--- config.mk ---
export PLATFORM = sky130hd
export DESIGN_NAME = pipe_ctrl_flat
export DESIGN_NICKNAME = d
export VERILOG_FILES = /design/src/rtl/pipe_ctrl_pkg.sv /design/src/rtl/pipe_ctrl_if.sv /design/src/rtl/pipe_stall_enc.sv /design/src/rtl/pipe_ctrl.sv /design/src/flat_wrapper.sv
export SDC_FILE = /design/constraint.sdc
export NUM_CORES = 1
export LEC_CHECK = 0
export CAP_MARGIN = 10
export CORE_MARGIN = 2
export CORE_UTILIZATION = 50
export CTS_CLUSTER_DIAMETER = 50
export CTS_CLUSTER_SIZE = 20
export DETAILED_ROUTE_END_ITERATION = 10
export GPL_TIMING_DRIVEN = 0
export PLACE_DENSITY = 0.69
export SLEW_MARGIN = 20
export SYNTH_ARGS = -nofsm -noshare
export SYNTH_HDL_FRONTEND = slang
export SYNTH_HIERARCHICAL = 1
export SYNTH_SLANG_ARGS = --single-unit
export TNS_END_PERCENT = 10
--- constraint.sdc ---
create_clock -name clk -period 6.25 [get_ports clk]
set_clock_uncertainty 0.2 [all_clocks]
set_input_delay 0.625 -clock clk [delete_from_list [all_inputs] [get_ports clk]]
set_output_delay 0.625 -clock clk [all_outputs]
set_load 0.03 [all_outputs]
--- src/rtl/pipe_ctrl_pkg.sv ---
// Shared definitions for the pipeline controller: stage indices, StallBus
// width and select-field width helpers.
package pipe_ctrl_pkg;

  typedef enum int {
    STG_NONE = 0,
    STG_IF   = 1,
    STG_ID   = 2,
    STG_EX   = 3,
    STG_MEM  = 4,
    STG_WB   = 5
  } stage_e;

  localparam int NSTAGE_DEF     = 5;
  localparam int CNT_W_DEF      = 32;
  localparam int WDOG_LIMIT_DEF = 1023;

  // Hold vector carries the PC bit plus one bit per stage register.
  function automatic int stallbus_w(input int nstage);
    return nstage + 1;
  endfunction

  // Width of a stage index able to encode 0 (none) through nstage.
  function automatic int sel_w(input int nstage);
    return $clog2(nstage + 1);
  endfunction

endpackage

--- src/rtl/pipe_ctrl_if.sv ---
// Bundle between the stage modules (master) and the pipeline controller (slave).
interface pipe_ctrl_if
  import pipe_ctrl_pkg::*;
#(
  parameter int NSTAGE = NSTAGE_DEF,
  parameter int CNT_W  = CNT_W_DEF
);

   localparam int SEL_W = sel_w(NSTAGE);
   localparam int SB_W  = stallbus_w(NSTAGE);

   logic              fetch_valid;
   logic [NSTAGE-1:0] stallreq;
   logic              flush;
   logic [SEL_W-1:0]  flush_upto;
   logic [SEL_W-1:0]  cnt_sel;
   logic              cnt_clr;
   logic [SB_W-1:0]   stall;
   logic [NSTAGE-1:0] bubble;
   logic [NSTAGE-1:0] flush_o;
   logic [NSTAGE-1:0] stage_valid;
   logic [CNT_W-1:0]  cnt_rdata;
   logic              wdog_err;

   modport master (
      output fetch_valid, stallreq, flush, flush_upto, cnt_sel, cnt_clr,
      input  stall, bubble, flush_o, stage_valid, cnt_rdata, wdog_err
   );

   modport slave (
      input  fetch_valid, stallreq, flush, flush_upto, cnt_sel, cnt_clr,
      output stall, bubble, flush_o, stage_valid, cnt_rdata, wdog_err
   );

endinterface

--- src/rtl/pipe_stall_enc.sv ---
// Masked priority encoder: returns the highest stage whose stall request is
// honoured (valid and not being flushed), or 0 when none is.
module pipe_stall_enc
  import pipe_ctrl_pkg::*;
#(
   parameter int NSTAGE = NSTAGE_DEF,
   parameter int SEL_W  = sel_w(NSTAGE)
) (
   input  logic [NSTAGE-1:0] stallreq,
   input  logic [NSTAGE-1:0] valid,
   input  logic [NSTAGE-1:0] flush_mask,
   output logic [SEL_W-1:0]  k
);

   // NOTE: k gets a default before the loop so no path leaves it unassigned,
   // which would otherwise infer a latch.
   always_comb begin
      k = '0;
      for (int s = 1; s <= NSTAGE; s++) begin
         if (stallreq[s-1] && valid[s-1] && !flush_mask[s-1]) k = SEL_W'(s);
      end
   end

endmodule

--- src/rtl/pipe_ctrl.sv ---
// Pipeline controller: hold vector, bubble and flush strobes, per-stage valid
// tracking, per-stage stall-cycle counters and a PC-stall watchdog.
module pipe_ctrl
  import pipe_ctrl_pkg::*;
#(
   parameter int NSTAGE     = NSTAGE_DEF,
   parameter int CNT_W      = CNT_W_DEF,
   parameter int WDOG_LIMIT = WDOG_LIMIT_DEF
) (
   input logic       clk,
   input logic       rst,
   pipe_ctrl_if.slave bus
);

   localparam int SEL_W = sel_w(NSTAGE);
   localparam int SB_W  = stallbus_w(NSTAGE);
   localparam int RUN_W = (WDOG_LIMIT > 0) ? $clog2(WDOG_LIMIT + 1) : 1;
   localparam logic [RUN_W-1:0] RUN_LIM = RUN_W'(WDOG_LIMIT);

   logic [NSTAGE-1:0] valid_q;
   logic [NSTAGE-1:0] flush_mask;
   logic [NSTAGE-1:0] bubble_v;
   logic [NSTAGE-1:0] valid_prev;
   logic [SB_W-1:0]   stall_v;
   logic [SEL_W-1:0]  k;
   logic [CNT_W-1:0]  cnt_q [NSTAGE];
   logic [RUN_W-1:0]  run_q;
   logic              wdog_q;

   // flush_upto beyond NSTAGE naturally selects every stage.
   always_comb begin
      flush_mask = '0;
      for (int s = 1; s <= NSTAGE; s++) begin
         flush_mask[s-1] = bus.flush && (s <= int'(bus.flush_upto));
      end
   end

   pipe_stall_enc #(.NSTAGE(NSTAGE), .SEL_W(SEL_W)) u_enc (
      .stallreq   (bus.stallreq),
      .valid      (valid_q),
      .flush_mask (flush_mask),
      .k          (k)
   );

   // Hold PC and stages 1..k; the stage just past k takes the bubble.
   always_comb begin
      stall_v  = '0;
      bubble_v = '0;
      if (k != '0) begin
         for (int j = 0; j < SB_W; j++) stall_v[j] = (j <= int'(k));
         for (int s = 1; s <= NSTAGE; s++) bubble_v[s-1] = (s == int'(k) + 1);
      end
   end

   assign valid_prev = {valid_q[NSTAGE-2:0], bus.fetch_valid};

   // NOTE: sequential state uses non-blocking assignments so every register
   // samples pre-edge values regardless of statement order.
   always_ff @(posedge clk) begin
      if (!rst) begin
         valid_q <= '0;
      end else begin
         for (int s = 0; s < NSTAGE; s++) begin
            if (flush_mask[s])     valid_q[s] <= 1'b0;
            else if (stall_v[s+1]) valid_q[s] <= valid_q[s];
            else if (bubble_v[s])  valid_q[s] <= 1'b0;
            else                   valid_q[s] <= valid_prev[s];
         end
      end
   end

   // NOTE: the counter array is a handful of flops readable by software, so it
   // is reset explicitly rather than left to power-up contents.
   always_ff @(posedge clk) begin
      if (!rst) begin
         for (int s = 0; s < NSTAGE; s++) cnt_q[s] <= '0;
      end else begin
         for (int s = 0; s < NSTAGE; s++) begin
            if (bus.cnt_clr && int'(bus.cnt_sel) == s + 1)
               cnt_q[s] <= '0;
            else if (int'(k) == s + 1 && cnt_q[s] != '1)
               cnt_q[s] <= cnt_q[s] + CNT_W'(1);
         end
      end
   end

   always_comb begin
      bus.cnt_rdata = '0;
      for (int s = 0; s < NSTAGE; s++) begin
         if (int'(bus.cnt_sel) == s + 1) bus.cnt_rdata = cnt_q[s];
      end
   end

   // The error is raised on the same edge the run counter reaches the limit.
   always_ff @(posedge clk) begin
      if (!rst) begin
         run_q  <= '0;
         wdog_q <= 1'b0;
      end else begin
         if (!stall_v[0])           run_q <= '0;
         else if (run_q != RUN_LIM) run_q <= run_q + RUN_W'(1);

         if (WDOG_LIMIT != 0 && stall_v[0] && run_q == RUN_LIM - RUN_W'(1))
            wdog_q <= 1'b1;
      end
   end

   assign bus.stall       = stall_v;
   assign bus.bubble      = bubble_v;
   assign bus.flush_o     = flush_mask;
   assign bus.stage_valid = valid_q;
   assign bus.wdog_err    = wdog_q;

endmodule

--- src/flat_wrapper.sv ---
// flat-port wrapper written by rule: the top's interface ports become plain ports
module pipe_ctrl_flat import pipe_ctrl_pkg::*;
#(
   parameter int NSTAGE     = NSTAGE_DEF,
   parameter int CNT_W      = CNT_W_DEF,
   parameter int WDOG_LIMIT = WDOG_LIMIT_DEF
)
  (clk, rst, bus_fetch_valid, bus_stallreq, bus_flush, bus_flush_upto, bus_cnt_sel, bus_cnt_clr, bus_stall, bus_bubble, bus_flush_o, bus_stage_valid, bus_cnt_rdata, bus_wdog_err);
  pipe_ctrl_if #(.NSTAGE(NSTAGE), .CNT_W(CNT_W)) bus_i ();
  input logic clk;
  input logic rst;
  input wire logic [$bits(bus_i.fetch_valid)-1:0] bus_fetch_valid;
  input wire logic [$bits(bus_i.stallreq)-1:0] bus_stallreq;
  input wire logic [$bits(bus_i.flush)-1:0] bus_flush;
  input wire logic [$bits(bus_i.flush_upto)-1:0] bus_flush_upto;
  input wire logic [$bits(bus_i.cnt_sel)-1:0] bus_cnt_sel;
  input wire logic [$bits(bus_i.cnt_clr)-1:0] bus_cnt_clr;
  output wire logic [$bits(bus_i.stall)-1:0] bus_stall;
  output wire logic [$bits(bus_i.bubble)-1:0] bus_bubble;
  output wire logic [$bits(bus_i.flush_o)-1:0] bus_flush_o;
  output wire logic [$bits(bus_i.stage_valid)-1:0] bus_stage_valid;
  output wire logic [$bits(bus_i.cnt_rdata)-1:0] bus_cnt_rdata;
  output wire logic [$bits(bus_i.wdog_err)-1:0] bus_wdog_err;
  assign bus_i.fetch_valid = bus_fetch_valid;
  assign bus_i.stallreq = bus_stallreq;
  assign bus_i.flush = bus_flush;
  assign bus_i.flush_upto = bus_flush_upto;
  assign bus_i.cnt_sel = bus_cnt_sel;
  assign bus_i.cnt_clr = bus_cnt_clr;
  assign bus_stall = bus_i.stall;
  assign bus_bubble = bus_i.bubble;
  assign bus_flush_o = bus_i.flush_o;
  assign bus_stage_valid = bus_i.stage_valid;
  assign bus_cnt_rdata = bus_i.cnt_rdata;
  assign bus_wdog_err = bus_i.wdog_err;
  pipe_ctrl #(.NSTAGE(NSTAGE), .CNT_W(CNT_W), .WDOG_LIMIT(WDOG_LIMIT)) u_core (.clk(clk), .rst(rst), .bus(bus_i));
endmodule
==> metrics.txt <==
kind of cell adding the most delay to the critical path buffers and inverters; # IOs 70; hold path cells 2; drc violations 0; Seq cells post-synth around 180; overflow left after global routing 0; final hold vios 0; vias in the first global route 8077; endpoints failing setup 0; Antenna Cells 0; status finished clean; gpl congestion a little over 0.9; largest net degree at the start of global routing 33; Power Density 222 nW/µm²; number of synthesized flops with an enable pin 160; routed len/inst about 18 µm; Switching Share 26.2%; Max clock buf depth 2; root buf cell clkbuf_16; Max-cap violations 0; post-CTS sizing 0; Min-Delay Path Class flip-flop to flip-flop; share of cells above drive strength 1 about a tenth; Setup CP Type input pin to output port; CP cell instances clkdlybuf4s50_1 > nand2_1 > nor2_1 > nand3b_4 > o21ai_0 > a21oi_1 > and2_1 > ha_1 > nor3b_1 > clkdlybuf4s50_1; Chip Height 151 µm; # fillers around 1800; postcts setup bufs 0; worst setup margin 1.61 ns; Comb pwr share between 10% and 20%; Clock power frac 40.0%; Vias between 8000 and 9000; Die Span X 151 µm; Crit. End Element output port; Hold Startpoint u_core/bus.wdog_err; Yosys top cell area share 44.3%; CP bufs+invs 2; Rel. slew slack a little under two fifths; RR Startpoint u_core/cnt_q[3][0]; NetSw around 0.73 mW; worst-margin pin slew 0.929 ns; RSZ-0062 raised after global routing no; crit path time final around 4.6 ns; synth unique cells 60; Worst R2R Path Depth 8; CTS H-tree depth 4; Seq/Total Area, Yosys about 47%; fmax between 200 and 250 MHz; Core Area about 21000 µm²; Total Power around 2.8 mW; CP Launch Point bus_flush; CP startpoint kind input pin; clock latency at the later pin of the worst-skew pair about 0.43 ns; P&R area growth vs syn 16.1%; setup tns final 0 ns; Clock transition at path regs 0.07 ns; clk sinks about 180; data required time of the critical path between 5 and 6 ns; std cell rows 53; Syn Nets roughly 1100; Cell Area, Synth 10900 µm²; Post-Synthesis Cells between 1000 and 1500; Vias per Instance 5.81; Initial Utilization approximately half; Max IR drop VDD approximately 150 µV; Post-Route WL between 20000 and 30000 µm; GRT Overall Usage roughly 24%; global-route wire length before repair around 42000 µm; FF-to-FF setup slack about 2.6 ns; top-count cell post-synth nor2_1; asr flop ratio synth 0%; fin crit share between 70% and 80%; hpwl dp just over 20000 µm; hold_buf cts 0; Pre-Repair DR Iteration Count 5; pre-CTS setup slack 1.65 ns; WHS Endpoint u_core/bus.wdog_err; largest area contributor in the netlist edfxtp_1; cell mode on critical path clkdlybuf4s50_1; Syn. warnings 6; Mapped Avg Cell Area ~10 µm²; Leak Pwr just over 4 nW; number of buffers added on ports 66; initial DRC count approximately 630; CTS tree yes; Largest stage delay, worst path approximately 0.74 ns; Routed Antenna Nets 0; Post-synth top cells nor2_1 (191), edfxtp_1 (160), nand3_1 (74), xor2_1 (74), xnor2_1 (72); initial antenna violation count 0; Synth area leaders edfxtp_1 (44%), nor2_1 (6.6%), xor2_1 (6.0%); Nets 1204; total clock buffers created by CTS 17; CP max stage cell clkdlybuf4s50_1; Int Power ~2.1 mW; RR Endpoint u_core/cnt_q[3][24]; main flop type after synthesis edfxtp_1; fin. max-slew vios 0; Sequential Power Share 49.9%; Crit Path Max Fanout 8; total die area between 20000 and 25000 µm²; Arr. time, crit path about 3.8 ns
-- final cells by class --
| class | count | area, µm² | area share [%] |
|---|---|---|---|
| Multi-Input combinational cell | 836 | 5400 | 42.9 |
| Inverter | 20 | 75.1 | 0.596 |
| Buffer | 56 | 270 | 2.15 |
| Clock inverter | 15 | 190 | 1.51 |
| Tap cell | 275 | 344 | 2.73 |
| Timing Repair Buffer | 73 | 766 | 6.08 |
| Clock buffer | 17 | 425 | 3.38 |
| Sequential cell | 176 | 5120 | 40.7 |
-- per-layer routing --
metal  wire length (µm)  track usage [%]
met5                  0                0
met4                444             6.87
met3               1040             3.98
met2              13100             40.3
met1              12300             32.6
-- worst register-to-register path, cell delays in order, from the launching register on --
cell and delay, ns:
edfxtp_1 0.47, ha_1 0.24, and4_1 0.28, nor4b_1 0.76, nand4_1 0.20, nand2b_1 0.14
buf_2 0.24, buf_4 0.23, nand2_2 0.44
-- cell families (layout without fill, tap and decap cells) --
kind of cell,count (synthesis),count (layout),share of synthesized area [%]
mux,65,65,6.35
buf+inv,76,181,3.18
flops,176,176,47.2
xor+xnor,146,146,11.8
fa+ha+maj,8,8,0.922
compound gates,112,112,7.02
simple gates,505,505,23.5
-- sequential cells by signal, indices dropped and copies added (netlist names) --
register and flops:
u_core/cnt_q 160, u_core/run_q 10, u_core/bus.stage_valid 5, u_core/bus.wdog_err 1
-- how the worst max path moves through the flow --
stage,endpoint,slack (ns),depth (start not counted)
global route,bus_bubble[3],1.34,10
global placement,u_core/cnt_q[2][18],1.13,11
finish,bus_bubble[3],1.61,10
detailed placement,bus_bubble[3],1.65,10
floorplan,u_core/cnt_q[2][0],2.22,11
CTS,bus_bubble[3],1.62,10
-- power groups by stage --
stage	registers, mW	clock network (mW)	logic (mW)
after global routing	1.40	1.18	0.302
after detailed placement	1.42	0	0.279
after floorplan	1.40	0	0.180
final	1.39	1.12	0.281
after CTS	1.39	1.14	0.281
after global placement	1.42	0	0.267
-- placed cells by master (no fill, tap or decap), types with 13 or more instances in the layout --
cell             Yosys  layout
o22ai_1             32      32
nor3_1              28      28
mux2i_1             34      34
nand3_1             74      71
xor2_1              74      74
and4_1              20      20
a22oi_1             33      33
dfxtp_1             16      16
nand2_1             62      61
buf_2               20      20
inv_1               20      20
and3_1              17      17
mux2_2              31      31
clkdlybuf4s50_1      0      66
nor4_1              19      19
clkbuf_16            0      17
clkbuf_1            29      29
nor2_1             191     191
edfxtp_1           160     160
xnor2_1             72      72
nand4_1             39      39
o21ai_0             13      13
-- stage by stage --
| step | util [%] | cell area (µm²) | instances | hold WS [ns] |
|---|---|---|---|---|
| 5_1_grt | 59.5 | 12600 | 1468 | 0.304 |
| 3_5_place_dp | 56.6 | 12000 | 1436 | 0.269 |
| 2_1_floorplan | - | 10900 | 1088 | 0.286 |
| 4_1_cts | 59.5 | 12600 | 1468 | 0.290 |
| 6_report | 59.5 | 12600 | 1468 | 0.282 |
| 3_3_place_gp | 56.0 | 11900 | 1429 | 0.263 |
Power figures use the tool's default switching activity.
